<file path="src/rtl/color_word_packer_if.sv">
// Handshake bundle between the colour detector, the word packer and the
// downstream ROM-read logic.
interface color_word_packer_if #(
    parameter int SYMBOLS_PER_WORD = 4
);
    logic                            readRequest;
    logic                            startDetection;
    logic                            detectionComplete;
    logic [1:0]                      color;
    logic [2*SYMBOLS_PER_WORD-1:0]   wordOut;
    logic                            wordValid;
    logic                            wordReady;
    logic                            busy;
    logic                            timeoutError;

    modport master (
        input  readRequest,
        input  detectionComplete,
        input  color,
        input  wordReady,
        output startDetection,
        output wordOut,
        output wordValid,
        output busy,
        output timeoutError
    );

    modport slave (
        output readRequest,
        output detectionComplete,
        output color,
        output wordReady,
        input  startDetection,
        input  wordOut,
        input  wordValid,
        input  busy,
        input  timeoutError
    );
endinterface

</file>
<file path="src/rtl/color_word_packer.sv">
// Runs SYMBOLS_PER_WORD colour detections, packs the 2-bit results MSB-first
// into one word and offers it downstream on a valid/ready handshake.
module color_word_packer #(
    parameter int SYMBOLS_PER_WORD = 4,
    parameter int TIMEOUT_CYCLES   = 2000000
) (
    input  logic                 clk,
    input  logic                 reset,
    color_word_packer_if.master  bus
);
    localparam int W     = 2 * SYMBOLS_PER_WORD;
    localparam int CNT_W = $clog2(SYMBOLS_PER_WORD) + 1;
    localparam int WD_W  = 24;

    localparam logic [CNT_W-1:0] LAST_SYM = CNT_W'(SYMBOLS_PER_WORD - 1);
    localparam logic [WD_W-1:0]  WD_LIMIT = WD_W'(TIMEOUT_CYCLES - 1);

    typedef enum logic [1:0] {
        S_IDLE    = 2'd0,
        S_TRIGGER = 2'd1,
        S_WAIT    = 2'd2,
        S_OUTPUT  = 2'd3
    } state_t;

    state_t           state_q, state_d;
    logic [W-1:0]     shift_q, shift_d;
    logic [CNT_W-1:0] cnt_q, cnt_d;
    logic [WD_W-1:0]  wd_q, wd_d;
    logic             err_q, err_d;
    logic             start_q, start_d;
    logic             valid_q, valid_d;
    logic             busy_q, busy_d;
    logic [W-1:0]     word_q, word_d;

    // Next-state, datapath and registered-output computation.
    always_comb begin
        state_d = state_q;
        shift_d = shift_q;
        cnt_d   = cnt_q;
        wd_d    = wd_q;
        err_d   = err_q;

        case (state_q)
            S_IDLE: begin
                if (bus.readRequest) begin
                    state_d = S_TRIGGER;
                    err_d   = 1'b0;
                    cnt_d   = '0;
                    shift_d = '0;
                end else begin
                    state_d = S_IDLE;
                end
            end
            S_TRIGGER: begin
                wd_d    = '0;
                state_d = S_WAIT;
            end
            S_WAIT: begin
                // A response on the expiry cycle still counts as a valid symbol.
                if (bus.detectionComplete) begin
                    shift_d = {shift_q[W-3:0], bus.color};
                    cnt_d   = cnt_q + CNT_W'(1);
                    if (cnt_q == LAST_SYM) begin
                        state_d = S_OUTPUT;
                    end else begin
                        state_d = S_TRIGGER;
                    end
                end else if (wd_q == WD_LIMIT) begin
                    err_d   = 1'b1;
                    shift_d = '0;
                    cnt_d   = '0;
                    state_d = S_IDLE;
                end else begin
                    wd_d = wd_q + WD_W'(1);
                end
            end
            S_OUTPUT: begin
                if (valid_q && bus.wordReady) begin
                    state_d = S_IDLE;
                end else begin
                    state_d = S_OUTPUT;
                end
            end
            default: begin
                state_d = S_IDLE;
            end
        endcase

        // Outputs are decoded from the next state so they line up with it.
        start_d = (state_d == S_TRIGGER);
        valid_d = (state_d == S_OUTPUT);
        busy_d  = (state_d != S_IDLE);
        word_d  = (state_d == S_OUTPUT) ? shift_d : '0;
    end

    // State and output registers with synchronous reset.
    always_ff @(posedge clk) begin
        if (reset) begin
            state_q <= S_IDLE;
            shift_q <= '0;
            cnt_q   <= '0;
            wd_q    <= '0;
            err_q   <= 1'b0;
            start_q <= 1'b0;
            valid_q <= 1'b0;
            busy_q  <= 1'b0;
            word_q  <= '0;
        end else begin
            state_q <= state_d;
            shift_q <= shift_d;
            cnt_q   <= cnt_d;
            wd_q    <= wd_d;
            err_q   <= err_d;
            start_q <= start_d;
            valid_q <= valid_d;
            busy_q  <= busy_d;
            word_q  <= word_d;
        end
    end

    assign bus.startDetection = start_q;
    assign bus.wordValid      = valid_q;
    assign bus.wordOut        = word_q;
    assign bus.busy           = busy_q;
    assign bus.timeoutError   = err_q;
endmodule

</file>
<file path="src/flat_wrapper.sv">
// flat-port wrapper written by rule: the top's interface ports become plain ports
module color_word_packer_flat 
#(
    parameter int SYMBOLS_PER_WORD = 4,
    parameter int TIMEOUT_CYCLES   = 2000000
)
  (clk, reset, bus_readRequest, bus_detectionComplete, bus_color, bus_wordReady, bus_startDetection, bus_wordOut, bus_wordValid, bus_busy, bus_timeoutError);
  color_word_packer_if #(.SYMBOLS_PER_WORD(SYMBOLS_PER_WORD)) bus_i ();
  input  logic clk;
  input  logic reset;
  input wire logic [$bits(bus_i.readRequest)-1:0] bus_readRequest;
  input wire logic [$bits(bus_i.detectionComplete)-1:0] bus_detectionComplete;
  input wire logic [$bits(bus_i.color)-1:0] bus_color;
  input wire logic [$bits(bus_i.wordReady)-1:0] bus_wordReady;
  output wire logic [$bits(bus_i.startDetection)-1:0] bus_startDetection;
  output wire logic [$bits(bus_i.wordOut)-1:0] bus_wordOut;
  output wire logic [$bits(bus_i.wordValid)-1:0] bus_wordValid;
  output wire logic [$bits(bus_i.busy)-1:0] bus_busy;
  output wire logic [$bits(bus_i.timeoutError)-1:0] bus_timeoutError;
  assign bus_i.readRequest = bus_readRequest;
  assign bus_i.detectionComplete = bus_detectionComplete;
  assign bus_i.color = bus_color;
  assign bus_i.wordReady = bus_wordReady;
  assign bus_startDetection = bus_i.startDetection;
  assign bus_wordOut = bus_i.wordOut;
  assign bus_wordValid = bus_i.wordValid;
  assign bus_busy = bus_i.busy;
  assign bus_timeoutError = bus_i.timeoutError;
  color_word_packer #(.SYMBOLS_PER_WORD(SYMBOLS_PER_WORD), .TIMEOUT_CYCLES(TIMEOUT_CYCLES)) u_core (.clk(clk), .reset(reset), .bus(bus_i));
endmodule
</file>
<file path="config.mk">
export PLATFORM = sky130hd
export DESIGN_NAME = color_word_packer_flat
export DESIGN_NICKNAME = d
export VERILOG_FILES = /design/src/rtl/color_word_packer_if.sv /design/src/rtl/color_word_packer.sv /design/src/flat_wrapper.sv
export SDC_FILE = /design/constraint.sdc
export NUM_CORES = 1
export LEC_CHECK = 0
export ABC_CLOCK_PERIOD_IN_PS = 3120
export CAP_MARGIN = 0
export CORE_UTILIZATION = 39
export DETAILED_ROUTE_END_ITERATION = 10
export PLACE_DENSITY_LB_ADDON = 0.12
export SYNTH_ARGS = -nofsm -noshare
export SYNTH_HDL_FRONTEND = slang
export SYNTH_SLANG_ARGS = --single-unit
</file>
<file path="constraint.sdc">
create_clock -name clk -period 3.12 [get_ports clk]
set_input_delay 0.624 -clock clk [delete_from_list [all_inputs] [get_ports clk]]
set_output_delay 0.624 -clock clk [all_outputs]
set_load 0.05 [all_outputs]
</file>
==> impl_metrics.json, run 1 <==
{
  "grt_max_degree": 28,
  "clock_latency_ns": 0.31,
  "max_freq_mhz": 405,
  "drt-initial-drc-count": 100,
  "startpoint_type": "register",
  "post-cts-setup-buffers": 0,
  "synth_top_area_cell": "dfxtp_1",
  "htreeDepth": 2,
  "clockPowerShare_pct": 37.7,
  "rr_startpoint": "u_core.wd_q[0]$_SDFFE_PP0P_",
  "r2r_setup_slack_ns": 0.65,
  "start_util_pct": 41.6,
  "synth_edf_count": 0,
  "tightest_slew_ns": 0.658,
  "synth-seq-area-share_pct": 41.6,
  "clk_path_buf_depth": 2,
  "synth_cell_type_count": 47,
  "p_switching_uw": 302,
  "syn_inst": 267,
  "num_rows": 27,
  "crit_buf_inv": 0,
  "core_area_um2": 5680,
  "intPower_uw": 909,
  "power_uw": 1210,
  "synthTopCellsByArea": "dfxtp_1 42%, nor2b_1 5.0%, o211ai_1 4.1%",
  "route.detailed.drc": 0,
  "relSlewSlack_pct": 56.0,
  "holdWs_ns": 0.485,
  "fp.dieH_um": 79.8,
  "rsz0062_at_grt": "no",
  "drt-total-wl_um": 5000,
  "worst-path-stages": 6,
  "ir_drop_uv": 236,
  "setup.worst_path.end_class": "register",
  "finalInstanceArea_um2": 2680,
  "grtUsageTotal_pct": 17.5,
  "p_sw_share_pct": 24.9,
  "tritoncts": "built",
  "grt-ovfl-total": 0,
  "detail-route-antenna-nets": 0,
  "leakagePower_uw": 0.000834,
  "startpoint": "u_core.wd_q[0]$_SDFFE_PP0P_",
  "io_pins": 19,
  "synth-async-reset-ratio_pct": 0,
  "fin_skew_ns": 0.00935,
  "hold_depth": 2,
  "r2r_cells": 6,
  "cpMaxStageDelayCell": "or4b_1",
  "cts-resized-gates": 0,
  "dr.pass1.iters": 4,
  "worst_path_largest_cell_delay_ns": 0.68,
  "cts.sinks": 49,
  "yosysTopAreaCellShare_pct": 41.6,
  "numCtsBuffers": 5,
  "place_congestion": 0.786,
  "path_class": "reg -> reg",
  "grt_pass1_wl_um": 8670,
  "die_area_um2": 6370,
  "die_w_um": 79.8,
  "path_clk_slew_ns": 0.09,
  "hold_viol": 0,
  "num_vias": 1924,
  "finalSetupViolCount": 0,
  "diodes": 0,
  "seqPwrFrac_pct": 53.4,
  "min_period_ns": 2.47,
  "grt_antenna_before_repair": 0,
  "synth.avg_cell_area_um2": 8.84,
  "syn_nets": 277,
  "post_dp_cell_area_um2": 2570,
  "synth-seq-cells": 49,
  "io_buffers": 18,
  "holdCritPathClass": "reg -> reg",
  "required_ns": 3.29,
  "holdPathEnd": "u_core.cnt_q[1]$_SDFFE_PP0P_",
  "worst_hold_startpoint": "u_core.cnt_q[1]$_SDFFE_PP0P_",
  "wl_per_cell_um": 14.1,
  "critPathMaxFanout": 27,
  "dp_hpwl_um": 3470,
  "timing.final.crit_share_pct": 79.2,
  "drv_cap": 0,
  "path_cells": "ha_1 > nand2_1 > or4b_1 > o21ai_4 > or4_2 > a21oi_1",
  "grt_pass1_vias": 1863,
  "fillers": 581,
  "cts_root_buf": "clkbuf_8",
  "final_max_slew_viol_count": 0,
  "arrival_ns": 2.64,
  "synth_warnings": 0,
  "viasPerCell": 5.40,
  "synth_top_flop_cell": "dfxtp_1",
  "cts_hold_buf": 0,
  "syn_to_final_growth_pct": 13.7,
  "fin_tns_setup_ns": 0,
  "power_density_nw_per_um2": 451,
  "r2r-end": "u_core.wd_q[9]$_SDFFE_PP0P_",
  "status": "completed",
  "fin_nets": 293,
  "crit_family": "simple AND/OR/NAND/NOR gates",
  "comb_power_share_pct": 8.9,
  "drive_gt1_share_pct": 12.3,
  "syn-cell-area_um2": 2360
}
cells by family (layout without fill, tap and decap cells):
group	count (synthesis)	count (layout)	synth area share [%]
AOI/OAI and AO/OA	66	66	19.8
xor gates and xnor gates	8	8	2.97
adders and majority gates	3	3	1.59
buffers and inverters	16	33	3.87
DFF	49	49	41.6
and+or+nand+nor	125	125	30.2
power groups by stage:
stage / Clock, uW / Sequential (uW) / Combinational [uW]
after global routing: 500 / 649 / 119
final: 457 / 646 / 108
after floorplan: 0 / 667 / 74.0
after detailed placement: 0 / 661 / 108
after global placement: 0 / 661 / 109
after CTS: 478 / 647 / 109
worst max-delay path by stage:
stage,endpoint,slack [ns]
floorplan,u_core.wd_q[23]$_SDFFE_PP0P_,1.06
global placement,u_core.wd_q[23]$_SDFFE_PP0P_,0.39
detailed placement,u_core.wd_q[23]$_SDFFE_PP0P_,0.38
CTS,u_core.wd_q[9]$_SDFFE_PP0P_,0.63
global route,u_core.wd_q[23]$_SDFFE_PP0P_,0.48
finish,u_core.wd_q[9]$_SDFFE_PP0P_,0.65
per-stage QoR:
| stage | setup slack, ns | util, % | cells |
|---|---|---|---|
| CTS | 0.635 | 47.3 | 356 |
| floorplan | 1.06 | - | 267 |
| detailed placement | 0.378 | 45.3 | 348 |
| global placement | 0.389 | 45.3 | 348 |
| finish | 0.648 | 47.3 | 356 |
| global route | 0.479 | 47.3 | 356 |
layout by cell type, fill, tap and decap left out, types with 9 or more instances in the layout:
| master | netlist | routed |
|---|---|---|
| or3_1 | 9 | 9 |
| nor2b_1 | 19 | 19 |
| o211ai_1 | 13 | 13 |
| nor2_1 | 16 | 16 |
| nand4_1 | 10 | 10 |
| nand2_1 | 25 | 25 |
| dfxtp_1 | 49 | 49 |
| o21ai_0 | 12 | 12 |
| a21oi_1 | 9 | 9 |
| nand3_1 | 9 | 9 |
| clkdlybuf4s50_1 | 0 | 18 |
flip-flops by register name, summed over array words and instances, names as in the netlist:
name / flops
u_core.cnt_q: 3
u_core.bus.wordOut: 8
u_core.bus.wordValid: 1
u_core.bus.startDetection: 1
u_core.bus.timeoutError: 1
u_core.shift_q: 8
u_core.wd_q: 24
u_core.bus.busy: 1
u_core.state_q: 2
cells in the mapped netlist, types with 2 or more instances:
cell type,count
dfxtp_1,49
nand2_1,25
nor2b_1,19
nor2_1,16
o211ai_1,13
o21ai_0,12
nand4_1,10
a21oi_1,9
nand3_1,9
or3_1,9
xor2_1,8
a21oi_2,7
clkbuf_1,6
inv_1,5
nand3b_1,5
o21ai_1,5
or4_2,5
and2_1,4
and3_1,4
o21ai_2,4
buf_6,3
ha_1,3
nand2b_1,3
nor3_1,3
o31ai_1,3
a211oi_1,2
nor3b_1,2
o2111ai_1,2
o22ai_1,2
o32ai_1,2
or3_2,2
worst min-delay path: cells and delay by family (launching register included):
kind | cells | cell delay, ns
AO/OA/AOI/OAI | 1 | 0.07
buffers and inverters | 1 | 0.05
flip-flops | 1 | 0.32
per-layer routing:
| layer | GRT usage (%) | part of all wire [%] | vias to the layer above |
|---|---|---|---|
| li1 | - | - | 999 |
| met1 | 24.2 | 54 | 897 |
| met2 | 26.8 | 42 | 23 |
| met3 | 4.23 | 2.9 | 5 |
| met4 | 4.82 | 1.0 | 0 |
| met5 | 0 | 0 | - |
cell type report:
| class | count | area (um^2) | area share, % |
|---|---|---|---|
| multi-input cells | 202 | 1290 | 48.0 |
| flip-flops and latches | 49 | 981 | 36.6 |
| repair buffers | 20 | 195 | 7.27 |
| well taps | 72 | 90.1 | 3.36 |
| clock buffers | 6 | 72.6 | 2.70 |
| clock inverters | 2 | 38.8 | 1.45 |
| inverters | 5 | 18.8 | 0.699 |
Note: power is estimated with default switching activity, not from simulation.
==> inputs of run 2 (changes only) <==
ABC_CLOCK_PERIOD_IN_PS = 2100   (was 3120)
clock period = 2.1 ns   (was 3.12 ns; I/O delays follow)
==> run 2 against run 1 <==
Net effect:
- total power up 53%
- largest power group unchanged
- register-to-register slack worse by 0.52 ns
- critical endpoint unchanged
- wire length up 5.0%
- die area unchanged
==> impl_metrics.json, run 2 (synthesized netlist as in run 1, its figures left out) <==
{
  "dp_hpwl_um": 3810,
  "fin_nets": 331,
  "tightest_slew_ns": 0.502,
  "arrival_ns": 2.29,
  "fillers": 544,
  "grt_pass1_wl_um": 9230,
  "grt_max_degree": 21,
  "leakagePower_uw": 0.00104,
  "ir_drop_uv": 321,
  "worst_hold_startpoint": "u_core.cnt_q[1]$_SDFFE_PP0P_",
  "grt_antenna_before_repair": 0,
  "drt-initial-drc-count": 104,
  "status": "completed",
  "relSlewSlack_pct": 66.4,
  "cts_hold_buf": 0,
  "power_density_nw_per_um2": 618,
  "finalInstanceArea_um2": 3010,
  "htreeDepth": 2,
  "syn_to_final_growth_pct": 27.4,
  "tritoncts": "built",
  "largest_reg_flops": 24,
  "post-route-util_pct": 53.0,
  "path_cells": "clkdlybuf4s50_1 > or3b_4 > nand2_2 > o21ai_4 > or4_2 > a21oi_2",
  "setup.worst_path.end_class": "register",
  "io_pins": 19,
  "detail-route-antenna-nets": 0,
  "grtUsageTotal_pct": 18.7,
  "cts.sinks": 49,
  "final_max_slew_viol_count": 0,
  "max_freq_mhz": 488,
  "final_common_cell": "dfxtp_1",
  "finalSetupViolCount": 0,
  "rsz0062_at_grt": "no",
  "num_rows": 27,
  "die_w_um": 79.8,
  "critPathMaxFanout": 11,
  "startpoint_type": "primary input",
  "post-cts-setup-buffers": 0,
  "num_vias": 2033,
  "diodes": 0,
  "cts_root_buf": "clkbuf_8",
  "largest-register": "u_core.wd_q",
  "die_area_um2": 6370,
  "place_ws_ns": -0.334,
  "seqCellArea_um2": 981,
  "multi_input_area_um2": 1310,
  "grt-ovfl-total": 0,
  "place_congestion": 0.815,
  "numCtsBuffers": 5,
  "min_period_ns": 2.05,
  "required_ns": 2.34,
  "cpMaxStageDelayCell": "or4_2",
  "hold_depth": 2,
  "io_buffers": 18,
  "dr.pass1.iters": 4,
  "grt_pass1_vias": 1979,
  "fin_skew_ns": 0.00489,
  "setup_ws_ns": 0.0518,
  "crit_family": "simple AND/OR/NAND/NOR gates",
  "path_class": "in -> reg",
  "drive_gt1_share_pct": 24.5,
  "r2r-end": "u_core.wd_q[5]$_SDFFE_PP0P_",
  "worst_path_largest_cell_delay_ns": 0.64,
  "path_clk_slew_ns": 0.09,
  "drt-total-wl_um": 5250,
  "core_area_um2": 5680,
  "clock_latency_ns": 0.31,
  "startpoint": "bus_detectionComplete",
  "r2r_setup_slack_ns": 0.13,
  "crit_buf_inv": 1,
  "route.detailed.drc": 0,
  "start_util_pct": 41.6,
  "hold_viol": 0,
  "final_cell_mix": "49 x dfxtp_1, 39 x buf_4, 24 x nand2_1, 19 x nor2b_1, 18 x clkdlybuf4s50_1",
  "rr_startpoint": "u_core.wd_q[5]$_SDFFE_PP0P_",
  "timing.final.crit_share_pct": 97.5,
  "r2r_cells": 6,
  "holdPathEnd": "u_core.cnt_q[1]$_SDFFE_PP0P_",
  "holdCritPathClass": "reg -> reg",
  "wl_per_cell_um": 13.3,
  "clk_path_buf_depth": 2,
  "drv_cap": 0,
  "viasPerCell": 5.16,
  "fp.dieH_um": 79.8,
  "post_dp_cell_area_um2": 2870
}
## run 2: cell types whose count changed in the layout (fill, tap and decap cells not counted)
cell / before / now
nand2_2: 0 / 1
or4b_4: 0 / 1
a21oi_1: 9 / 7
a21oi_2: 7 / 9
buf_4: 2 / 39
buf_12: 0 / 1
nor3b_1: 2 / 0
nand2_1: 25 / 24
nor3b_2: 0 / 2
or4b_1: 1 / 0
## run 2: metal layers
layer  share of wire (%)  GRT usage (%)
met5                   0              0
met4                 1.4           6.43
met3                 3.0           4.00
met2                  41           26.6
met1                  55           27.5
## run 2: stage by stage
step / hold WS, ns / instances / TNS, ns / power (uW)
after floorplan: 0.452 / 267 / 0 / 1100
after global placement: 0.469 / 386 / -3.40 / 1190
after detailed placement: 0.470 / 386 / -3.84 / 1190
after CTS: 0.485 / 394 / 0 / 1880
after global routing: 0.517 / 394 / 0 / 1940
final: 0.480 / 394 / 0 / 1860
## run 2: final cells by class
cell class              instances  share of cell area (%)
clock buffers                   6                    2.41
repair buffers                 58                    16.4
inverters                       5                   0.624
multi-input cells             202                    43.6
well taps                      72                    3.00
clock inverters                 2                    1.29
flip-flops and latches         49                    32.6
## run 2: worst max-delay path by stage
stage / cells after the start / end / slack [ns]
3_5_place_dp: 6 / u_core.wd_q[23]$_SDFFE_PP0P_ / -0.33
2_1_floorplan: 8 / u_core.wd_q[7]$_SDFFE_PP0P_ / 0.16
4_1_cts: 6 / u_core.wd_q[23]$_SDFFE_PP0P_ / 0.02
5_1_grt: 7 / u_core.wd_q[3]$_SDFFE_PP0P_ / 0.002
6_report: 6 / u_core.wd_q[9]$_SDFFE_PP0P_ / 0.05
3_3_place_gp: 6 / u_core.wd_q[23]$_SDFFE_PP0P_ / -0.30
## run 2: report_power, final
part	internal (uW)	leakage, uW	switching, uW
sequential	941	0.000396	9.31
combinational	90.0	0.000587	128
clock	358	0.0000554	330
## run 2: repair_timing
| item | 4_1_cts | 5_1_grt |
|---|---|---|
| gates resized for setup | 2 | 4 |
| pin swaps | 1 | 3 |
| endpoints found under the setup margin | 13 | 15 |
## run 2: worst register-to-register path, delay by kind of cell (launching register included)
family                 cells  cell delay [ns]
and+or+nand+nor            3             0.91
DFF                        1             0.38
AOI/OAI and AO/OA          2             0.35
buffers and inverters      1             0.23
==> inputs of run 3 (changes only) <==
CTS_BUF_LIST = sky130_fd_sc_hd__clkbuf_8   (was not set)
==> run 3 against run 2 <==
Net effect:
- global-route usage is the same
- sequential share of layout area is the same
- clock skew is essentially flat
- largest cell class unchanged
- combinational power is essentially flat
- first-iteration DRC count is the same
- via count grew 0.15%
- wire length is the same
- final area is the same
- critical path type unchanged
- sequential power is essentially flat
==> impl_metrics.json, run 3 (synthesized netlist as in run 1, its figures left out) <==
{
  "fp.dieH_um": 79.8,
  "arrival_ns": 2.29,
  "startpoint_type": "primary input",
  "place_ws_ns": -0.334,
  "wl_per_cell_um": 13.3,
  "met3_length_um": 179,
  "viasPerCell": 5.17,
  "max_freq_mhz": 488,
  "rsz0062_at_grt": "no",
  "path_clk_slew_ns": 0.09,
  "finalInstanceArea_um2": 3010,
  "power_density_nw_per_um2": 616,
  "hold_viol": 0,
  "drt-initial-drc-count": 104,
  "post_dp_cell_area_um2": 2870,
  "num_rows": 27,
  "finalSetupViolCount": 0,
  "final_max_slew_viol_count": 0,
  "required_ns": 2.35,
  "final_common_cell": "dfxtp_1",
  "detail-route-antenna-nets": 0,
  "die_w_um": 79.8,
  "grt_max_degree": 21,
  "largest-register": "u_core.wd_q",
  "tightest_slew_ns": 0.502,
  "dr.pass1.iters": 5,
  "route.detailed.drc": 0,
  "holdCritPathClass": "reg -> reg",
  "dp_hpwl_um": 3810,
  "clk_path_buf_depth": 2,
  "syn_to_final_growth_pct": 27.4,
  "fin_nets": 331,
  "numCtsBuffers": 5,
  "leakagePower_uw": 0.00104,
  "grt_pass1_vias": 1979,
  "critPathMaxFanout": 11,
  "met2RoutedLength_um": 2150,
  "core_area_um2": 5680,
  "fin_skew_ns": 0.00502,
  "clock_latency_ns": 0.31,
  "place_congestion": 0.815,
  "largest_reg_flops": 24,
  "num_vias": 2036,
  "holdWs_ns": 0.480,
  "drive_gt1_share_pct": 24.5,
  "grt_antenna_before_repair": 0,
  "io_buffers": 18,
  "post-cts-setup-buffers": 0,
  "cts_hold_buf": 0,
  "timing.final.crit_share_pct": 97.5,
  "die_area_um2": 6370,
  "met1Wirelength_um": 2850,
  "cts_root_buf": "clkbuf_8",
  "ir_drop_uv": 321,
  "min_period_ns": 2.05,
  "grt_pass1_wl_um": 9230,
  "diodes": 0,
  "setup.worst_path.end_class": "register",
  "setup_ws_ns": 0.0524,
  "drt-total-wl_um": 5250,
  "status": "completed",
  "start_util_pct": 41.6,
  "io_pins": 19,
  "top_layer": "met4",
  "grtUsageTotal_pct": 18.7,
  "grt-ovfl-total": 0,
  "tritoncts": "built",
  "path_class": "in -> reg",
  "htreeDepth": 2,
  "drv_cap": 0,
  "cts.sinks": 49,
  "fin_tns_setup_ns": 0,
  "final_cell_mix": "49 x dfxtp_1, 39 x buf_4, 24 x nand2_1, 19 x nor2b_1, 18 x clkdlybuf4s50_1",
  "relSlewSlack_pct": 66.4
}
==> run 3: routing by layer <==
layer  vias to the layer above  track usage (%)
met5                         -                0
li1                       1078                -
met3                         6             4.00
met2                        29             26.6
met4                         0             6.43
met1                       923             27.5
==> run 3: area by class of cell <==
cell class | instances | area (um^2)
Multi-Input combinational cell | 202 | 1310
Tap cell | 72 | 90.1
Inverter | 5 | 18.8
Clock buffer | 5 | 68.8
Sequential cell | 49 | 981
Timing Repair Buffer | 58 | 493
Clock inverter | 3 | 42.5
Fill cell | 544 | 2670
==> run 3: final timing paths <==
check,from,to,slack (ns),cells past startpoint
worst max-delay path,bus_detectionComplete,u_core.wd_q[23]$_SDFFE_PP0P_,0.05,6
worst min-delay path,u_core.cnt_q[1]$_SDFFE_PP0P_,u_core.cnt_q[1]$_SDFFE_PP0P_,0.48,2
worst max register to register,u_core.wd_q[5]$_SDFFE_PP0P_,u_core.wd_q[5]$_SDFFE_PP0P_,0.13,6
worst min register to register,u_core.cnt_q[1]$_SDFFE_PP0P_,u_core.cnt_q[1]$_SDFFE_PP0P_,0.48,2
==> run 3: timing repair <==
action,CTS,global route
pin swaps,1,3
gates resized for setup,2,4
setup endpoints to repair,13,15
==> run 3: power breakdown <==
part / total [uW] / internal (uW) / switching, uW
Clock: 683 / 353 / 330
Combinational: 218 / 90.0 / 128
Sequential: 951 / 941 / 9.32
Total: 1850 / 1380 / 467
==> run 3: stage by stage <==
stage / power (uW) / utilization (%) / instances
finish: 1850 / 53.0 / 394
global route: 1930 / 53.0 / 394
CTS: 1870 / 52.6 / 394
detailed placement: 1190 / 50.6 / 386
global placement: 1190 / 50.6 / 386
floorplan: 1100 / - / 267
==> run 3: critical path: stages <==
cell and delay, ns:
clkdlybuf4s50_1 0.44, or3b_4 0.42, nand2_2 0.10, o21ai_4 0.11
or4_2 0.67, a21oi_2 0.13
